**src/rtl/serial_adder_pkg.sv**
```systemverilog
// -----------------------------------------------------------------------------
// serial_adder_pkg
// Shared types and constants for the bit-serial adder.
//   state_t                 : control FSM encoding (S_IDLE, S_RUN, S_DONE)
//   SERIAL_ADDER_MIN_WIDTH  : smallest legal WIDTH for serial_adder
// -----------------------------------------------------------------------------
package serial_adder_pkg;

    typedef enum logic [1:0] {
        S_IDLE = 2'd0,
        S_RUN  = 2'd1,
        S_DONE = 2'd2
    } state_t;

    localparam int SERIAL_ADDER_MIN_WIDTH = 2;

endpackage

```
**src/rtl/full_adder.sv**
```systemverilog
// -----------------------------------------------------------------------------
// full_adder
// Single-bit combinational full adder cell.
// Ports:
//   a, b   : addend bits
//   c_in   : carry in
//   s      : sum bit
//   c_out  : carry out
// -----------------------------------------------------------------------------
module full_adder (
    input  logic a,
    input  logic b,
    input  logic c_in,
    output logic s,
    output logic c_out
);

    assign s     = a ^ b ^ c_in;
    assign c_out = (a & b) | (a & c_in) | (b & c_in);

endmodule

```
**src/rtl/serial_adder.sv**
```systemverilog
// -----------------------------------------------------------------------------
// serial_adder
// Bit-serial, LSB-first adder built around one full_adder cell with a
// registered carry loop. Operands are accepted over a valid/ready handshake,
// one bit pair is processed per cycle, and the WIDTH-bit sum plus carry-out
// are presented over a second valid/ready handshake.
//
// Parameters:
//   WIDTH      : operand/sum width, WIDTH >= SERIAL_ADDER_MIN_WIDTH (2)
// Ports:
//   clk        : rising-edge clock
//   rst_n      : asynchronous active-low reset
//   in_valid   : a, b, c_in are valid
//   in_ready   : block can accept operands (state == S_IDLE)
//   a, b       : WIDTH-bit addends
//   c_in       : carry in
//   out_valid  : sum / c_out are valid (state == S_DONE)
//   out_ready  : consumer accepts the result
//   sum        : low WIDTH bits of a + b + c_in
//   c_out      : carry out of bit WIDTH-1
//   ovf        : two's-complement signed overflow (only with
//                SERIAL_ADDER_OVF_EN defined)
//
// Optional feature macro: SERIAL_ADDER_OVF_EN
// -----------------------------------------------------------------------------
module serial_adder
    import serial_adder_pkg::*;
#(
    parameter int WIDTH = 8
) (
    input  logic             clk,
    input  logic             rst_n,
    input  logic             in_valid,
    output logic             in_ready,
    input  logic [WIDTH-1:0] a,
    input  logic [WIDTH-1:0] b,
    input  logic             c_in,
    output logic             out_valid,
    input  logic             out_ready,
    output logic [WIDTH-1:0] sum,
    output logic             c_out
`ifdef SERIAL_ADDER_OVF_EN
   ,output logic             ovf
`endif
);

    localparam int             CW       = $clog2(WIDTH);
    localparam logic [CW-1:0]  CNT_LAST = CW'(WIDTH - 1);

    state_t           state_q,  state_d;
    logic [WIDTH-1:0] a_sr_q,   a_sr_d;
    logic [WIDTH-1:0] b_sr_q,   b_sr_d;
    logic [WIDTH-1:0] sum_sr_q, sum_sr_d;
    logic             carry_q,  carry_d;
    logic [CW-1:0]    cnt_q,    cnt_d;
    logic [WIDTH-1:0] sum_q,    sum_d;
    logic             c_out_q,  c_out_d;
`ifdef SERIAL_ADDER_OVF_EN
    logic             ovf_q,    ovf_d;
`endif

    logic fa_s;
    logic fa_c;

    full_adder u_fa (
        .a     (a_sr_q[0]),
        .b     (b_sr_q[0]),
        .c_in  (carry_q),
        .s     (fa_s),
        .c_out (fa_c)
    );

    always_comb begin
        state_d  = state_q;
        a_sr_d   = a_sr_q;
        b_sr_d   = b_sr_q;
        sum_sr_d = sum_sr_q;
        carry_d  = carry_q;
        cnt_d    = cnt_q;
        sum_d    = sum_q;
        c_out_d  = c_out_q;
`ifdef SERIAL_ADDER_OVF_EN
        ovf_d    = ovf_q;
`endif
        case (state_q)
            S_IDLE: begin
                if (in_valid) begin
                    a_sr_d   = a;
                    b_sr_d   = b;
                    carry_d  = c_in;
                    cnt_d    = '0;
                    sum_sr_d = '0;
                    state_d  = S_RUN;
                end
            end
            S_RUN: begin
                // Sum bits enter at the MSB so after WIDTH shifts bit 0 is the LSB.
                sum_sr_d           = sum_sr_q >> 1;
                sum_sr_d[WIDTH-1]  = fa_s;
                carry_d            = fa_c;
                a_sr_d             = a_sr_q >> 1;
                b_sr_d             = b_sr_q >> 1;
                if (cnt_q == CNT_LAST) begin
                    // Result registers load only here, so the outputs hold the
                    // last result through IDLE and the next operation's RUN.
                    state_d = S_DONE;
                    sum_d   = sum_sr_d;
                    c_out_d = fa_c;
`ifdef SERIAL_ADDER_OVF_EN
                    // carry_q is the carry into the MSB on this final bit.
                    ovf_d   = carry_q ^ fa_c;
`endif
                end else begin
                    cnt_d = cnt_q + 1'b1;
                end
            end
            S_DONE: begin
                if (out_ready) begin
                    state_d = S_IDLE;
                end
            end
            default: state_d = S_IDLE;
        endcase
    end

    always_ff @(posedge clk or negedge rst_n) begin
        if (!rst_n) begin
            state_q  <= S_IDLE;
            a_sr_q   <= '0;
            b_sr_q   <= '0;
            sum_sr_q <= '0;
            carry_q  <= 1'b0;
            cnt_q    <= '0;
            sum_q    <= '0;
            c_out_q  <= 1'b0;
`ifdef SERIAL_ADDER_OVF_EN
            ovf_q    <= 1'b0;
`endif
        end else begin
            state_q  <= state_d;
            a_sr_q   <= a_sr_d;
            b_sr_q   <= b_sr_d;
            sum_sr_q <= sum_sr_d;
            carry_q  <= carry_d;
            cnt_q    <= cnt_d;
            sum_q    <= sum_d;
            c_out_q  <= c_out_d;
`ifdef SERIAL_ADDER_OVF_EN
            ovf_q    <= ovf_d;
`endif
        end
    end

    assign in_ready  = (state_q == S_IDLE);
    assign out_valid = (state_q == S_DONE);
    assign sum       = sum_q;
    assign c_out     = c_out_q;
`ifdef SERIAL_ADDER_OVF_EN
    assign ovf       = ovf_q;
`endif

endmodule

```
**config.mk**
```make
export PLATFORM = sky130hd
export DESIGN_NAME = serial_adder
export DESIGN_NICKNAME = d
export VERILOG_FILES = /design/src/rtl/serial_adder_pkg.sv /design/src/rtl/full_adder.sv /design/src/rtl/serial_adder.sv
export SDC_FILE = /design/constraint.sdc
export NUM_CORES = 1
export LEC_CHECK = 0
export BUFFER_PORTS_ARGS = -buffer_cell sky130_fd_sc_hd__buf_2
export CORE_MARGIN = 2
export CORE_UTILIZATION = 45
export CTS_CLUSTER_SIZE = 25
export DETAILED_ROUTE_END_ITERATION = 7
export PLACE_DENSITY = 0.69
export SLEW_MARGIN = 0
export SYNTH_ARGS = -nofsm -noshare
export SYNTH_HDL_FRONTEND = slang
export SYNTH_SLANG_ARGS = --single-unit
```
**constraint.sdc**
```tcl
create_clock -name clk -period 1.4 [get_ports clk]
set_input_delay 0.07 -clock clk [delete_from_list [all_inputs] [get_ports clk]]
set_output_delay 0.07 -clock clk [all_outputs]
set_load 0.02 [all_outputs]
```
Word-level counts from Yosys, hierarchy flattened

Index checks and enable logic that the tools add are counted.

Word-level logic and storage cells: 44
Register bits: 39
Output and inout port bits: 11
Input port bits: 21

Multiplexer cells: 15
$add $sub $neg: 1
Reductions and logical operators: 6
Equality and inequality tests: 7
Bitwise operators: 7

Operator list:

| kind                                          | count |
|---|---|
| one-hot mux 8 bit (2 select lines)            | 3 |
| 2-to-1 mux 8 bit                              | 3 |
| 2-to-1 mux 2 bit                              | 3 |
| 2-to-1 mux 3 bit                              | 2 |
| != test 2 bit, second input constant          | 3 |
| one-hot mux 2 bit (3 select lines)            | 1 |
| one-hot mux 3 bit (2 select lines)            | 1 |
| AND reduction 3 bit                           | 2 |
| AND reduction 2 bit                           | 2 |
| adder 3 x 1 -> 3 bit, second input constant   | 1 |
| bitwise AND 1 bit                             | 3 |
| == test 3 bit, second input constant          | 1 |
| == test 2 x 1 -> 1 bit, second input constant | 1 |
| == test 2 bit, second input constant          | 1 |
| logical NOT 2 bit                             | 1 |
| != test 2 x 1 -> 1 bit, second input constant | 1 |
| OR 1 bit                                      | 2 |
| one-hot mux 1 bit (2 select lines)            | 1 |
| nonzero test 2 bit                            | 1 |
| XOR 1 bit                                     | 2 |
| 2-to-1 mux 1 bit                              | 1 |

Depth between registers and ports, before layout

Depth in word-level cells: 4
Gate-level depth with buffers: 6
Depth with buffers taken out: 5

Modules after synthesis

Synthesis repeated with hierarchy kept, for this count alone.

Cell total of the unflattened synthesis: 142
Area, all modules: 1720.4 um2

Modules (own cells, without submodules):

| module       | area an instance (um2) | cells an instance | times used |
|---|---|---|---|
| serial_adder | 1700.4                 | 141               | 1 |
| full_adder   | 20.0                   | 1                 | 1 |

Worst setup path after synthesis

OpenSTA, ideal clock, no wires.

Path kind: reg-to-reg
Start: register cnt_q[0]
End: register c_out_q, in the netlist c_out
Required time: 1.275 ns
Path slack: -0.030 ns
Data arrival time: 1.305 ns
Stages on the path, launching flop included: 6
Path buffers: 1
Setup time: 0.125 ns
Cell sequence: dfrtp_1 ha_1 ha_1 buf_4 nand2_8 mux2_4

Cells in the longest elaborated chain, start to end: 2

RTL lines:

| element                              | RTL line            | text |
|---|---|---|
| start, declared                      | serial_adder.sv:55  | `logic [CW-1:0] cnt_q, cnt_d;` |
| start signal, assigned               | serial_adder.sv:145 | `cnt_q <= cnt_d;` |
| == test 3 bit                        | serial_adder.sv:103 | `if (cnt_q == CNT_LAST) begin` |
| AND reduction 2 bit (no source line) | n/a                 |  |
| end signal, assigned                 | serial_adder.sv:147 | `c_out_q <= c_out_d;` |
| end, declared                        | serial_adder.sv:57  | `logic c_out_q, c_out_d;` |

No other way between the ends.
A chain may end at the register's enable or synchronous reset.

Worst setup path in the final report

Start: register state_q[1]
End: output port out_valid

Cells in the longest elaborated chain, start to end: 1

RTL lines:

| element                | RTL line            | text |
|---|---|---|
| start, declared        | serial_adder.sv:50  | `state_t state_q, state_d;` |
| start signal, assigned | serial_adder.sv:140 | `state_q <= state_d;` |
| == test 2 bit          | serial_adder.sv:155 | `assign out_valid = (state_q == S_DONE);` |
| end, declared          | serial_adder.sv:38  | `output logic out_valid,` |

No other way between the ends.

==> metrics.md <==
| Metric | Value |
|---|---|
| Setup crit start | state_q[1] |
| First-pass GRT wire length | 5947 um |
| Synth Flop Type | dfrtp_1 |
| First-pass DRT Iterations | 4 |
| Most common cell in the netlist | dfrtp_1 |
| Ys Warns | 0 |
| P_leak | 1.005 nW |
| Buffers on Ports | 31 |
| Gr ovfl total | 0 |
| H-tree depth | 2 |
| Fin Clk Skew | 0.005186 ns |
| Max-slew headroom | 0.7294 |
| Hold_sp | b[7] |
| Reg-to-Reg End | sum[4] |
| DRC viols | 0 |
| P per Cell Area | 2352 nW/um^2 |
| Dpl ws | -0.06441 ns |
| Routed vias | 1280 |
| Clk root buf | clkbuf_8 |
| Crit path time final | 1.334 ns |
| Setup Viol. Count Final | 0 |
| Post-CTS Setup Repair Bufs | 0 |
| Final hold viol count | 0 |
| Slew Limit Fails | 0 |
| Clock Tree Buf Depth | 2 |
| Diode count | 0 |
| Post-synth top area share | 0.5584 |
| Worst hold path type | in -> reg |
| Largest cells by area after synthesis | dfrtp_1 56%, o22ai_1 8.8%, mux2_4 7.9%, a22o_1 3.6%, a21oi_1 3.2% |
| Worst-case reg-to-reg path depth | 4 |
| Post-synth EDFFs | 0 |
| TritonCTS clock tree | built |
| Hold path depth | 3 |
| Most frequent cells after synthesis | 38 x dfrtp_1, 24 x o22ai_1, 11 x a21oi_1, 9 x mux2_4, 7 x a22o_1 |
| Clk Latency, worst-skew pair | 0.29 ns |
| Nets@finish | 200 |
| Number of top-level pins | 32 |
| Post-synth ARST share | 1.000 |
| R2R setup slack | 0.07 ns |
| Syn_area_per_cell | 12.52 sq um |
| WL/cell | 15.73 um |
| Worst-Margin Slew | 0.4059 ns |
| Tot Pwr | 5.020 mW |
| Synth cell types | 28 |
| Sink Count | 38 |
| Via density | 5.689 |
| Die area | 4292 sq um |
| Clk slew on worst S/H paths | 0.07 ns |
| Max-cap violations | 0 |
| Critical path launch point type | flip-flop |
| Crit end category | output port |
| Final worst setup slack | 0.06618 ns |
| Post-DP HPWL | 2476 um |
| Non-filler instance count after layout | 225 |
| Status | finished clean |
| Hold WS | 0.02327 ns |
| Max VDD drop | 1.274 mV |
| Min-Delay Endpoint | b_sr_q[7] |
| DIE HEIGHT | 65.52 um |
| Num rows | 22 |
| Reg-to-reg startpoint | cnt_q[0] |
| Routed WL | 3539 um |
| Synth-to-Final Area Change | 25.35% |
| Achievable Freq | 749.7 MHz |
| GPL Wtd Cong | 0.7530 |
| Worst EP arrival | 1.26 ns |
| Starting DRT DRC Count | 48 |
| Detail Route Antenna Nets | 0 |
| Core area | 3661 sq um |
| Mapped Area | 1703 sq um |
| Starting Density | 0.4651 |
| Vias in the first global route | 1270 |
| Seq/Total Area, Yosys | 0.5584 |
| Crit Path Max Fanout | 8 |
| CTS buffer count | 5 |
| Antenna violations before repair | 0 |
| Die X-Extent | 65.52 um |
| Syn_nets | 160 |
| Mapped Cells | 136 |
| Crit path kind | reg -> out |
| Layout cell share with drive strength beyond 1 | 0.3842 |
| Post-synth top area cell | dfrtp_1 |
| Cells after DPL | 215 |
| Pin count of the biggest net entering global routing | 23 |
| WP data required | 1.33 ns |
| Gr usage total | 0.1849 |
| Synth Register Bits | 38 |
| Tcrit/Tclk final | 0.9527 |
-- kinds of logic after synthesis --
logic type | Yosys count | synth area share
AOI/OAI and AO/OA | 57 | 0.2285
adders and majority gates | 3 | 0.02645
buffers and inverters | 15 | 0.04995
DFF | 38 | 0.5584
muxes | 9 | 0.07935
and+or+nand+nor | 14 | 0.05731
-- worst max-delay path, cell delays in order (launching register included) --
cell and delay [ns]:
dfrtp_2 0.48, inv_2 0.08, buf_4 0.17, nor2_1 0.09, buf_4 0.15
-- state kept, by name, indices dropped and copies added, names as in the netlist --
signal and count:
state_q 2, a_sr_q 8, sum 8, c_out 1
carry_q 1, sum_sr_q 7, b_sr_q 8, cnt_q 3
-- layer usage --
layer / GRT usage / routed length, um / vias up
met1: 0.2210 / 1471 / 637
met4: 0.06250 / 51 / 0
met2: 0.3112 / 1816 / 41
met5: 0 / 0 / -
met3: 0.06336 / 200 / 6
li1: - / - / 596
-- stage by stage --
| step | instance area, sq um | utilization | TNS, ns |
|---|---|---|---|
| floorplan | 1709 | - | 0 |
| global placement | 1942 | 0.5304 | 0 |
| detailed placement | 1942 | 0.5304 | -0.07894 |
| CTS | 2111 | 0.5766 | 0 |
| global route | 2135 | 0.5830 | -0.01845 |
| finish | 2135 | 0.5830 | 0 |
-- cell type report --
type                       count  area, sq um
fill                         306         1526
sequential                    38        952.2
multi-input combinational     83        691.9
timing repair buffer          43        269.0
clock buffer                   6        82.58
clock inverter                 2        60.06
tap                           48        60.06
inverter                       5        18.77
-- worst max-delay path by stage --
| stage | end | slack, ns |
|---|---|---|
| floorplan | c_out | 0.007 |
| global placement | sum[6] | 0.03 |
| detailed placement | cnt_q[2] | -0.06 |
| CTS | cnt_q[2] | 0.02 |
| global route | out_valid | -0.02 |
| finish | out_valid | 0.07 |
-- placed cells by master, fill, tap and decap left out, types with 2 or more instances in the layout --
cell type      netlist  routed
a21oi_1             11      11
o2bb2ai_1            3       3
buf_2                5      30
a22o_1               7       7
a22oi_1              2       2
mux2_4               9       9
nand2b_1             4       3
dlygate4sd3_1        0       2
bufinv_16            0       2
dfrtp_1             38      37
inv_1                3       3
clkbuf_8             0       6
nor2_1               4       3
o31ai_1              2       2
buf_4                2       9
o22ai_1             24      24
a2bb2oi_1            6       6
-- what timing repair did --
item                                    CTS  global route
hold buffers                              2             0
pin swaps                                 0             2
hold endpoints to repair                 17             0
gates cloned                              0             0
resized for setup                         3             5
endpoints found under the setup margin    2             1
-- where the power goes --
part / leakage, nW / switching [mW] / internal [mW]
clock network: 0.0714 / 0.384 / 0.760
registers: 0.463 / 0.350 / 1.59
logic: 0.470 / 0.959 / 0.980
total: 1.00 / 1.69 / 3.33
Note: power is estimated with default switching activity, not from simulation.
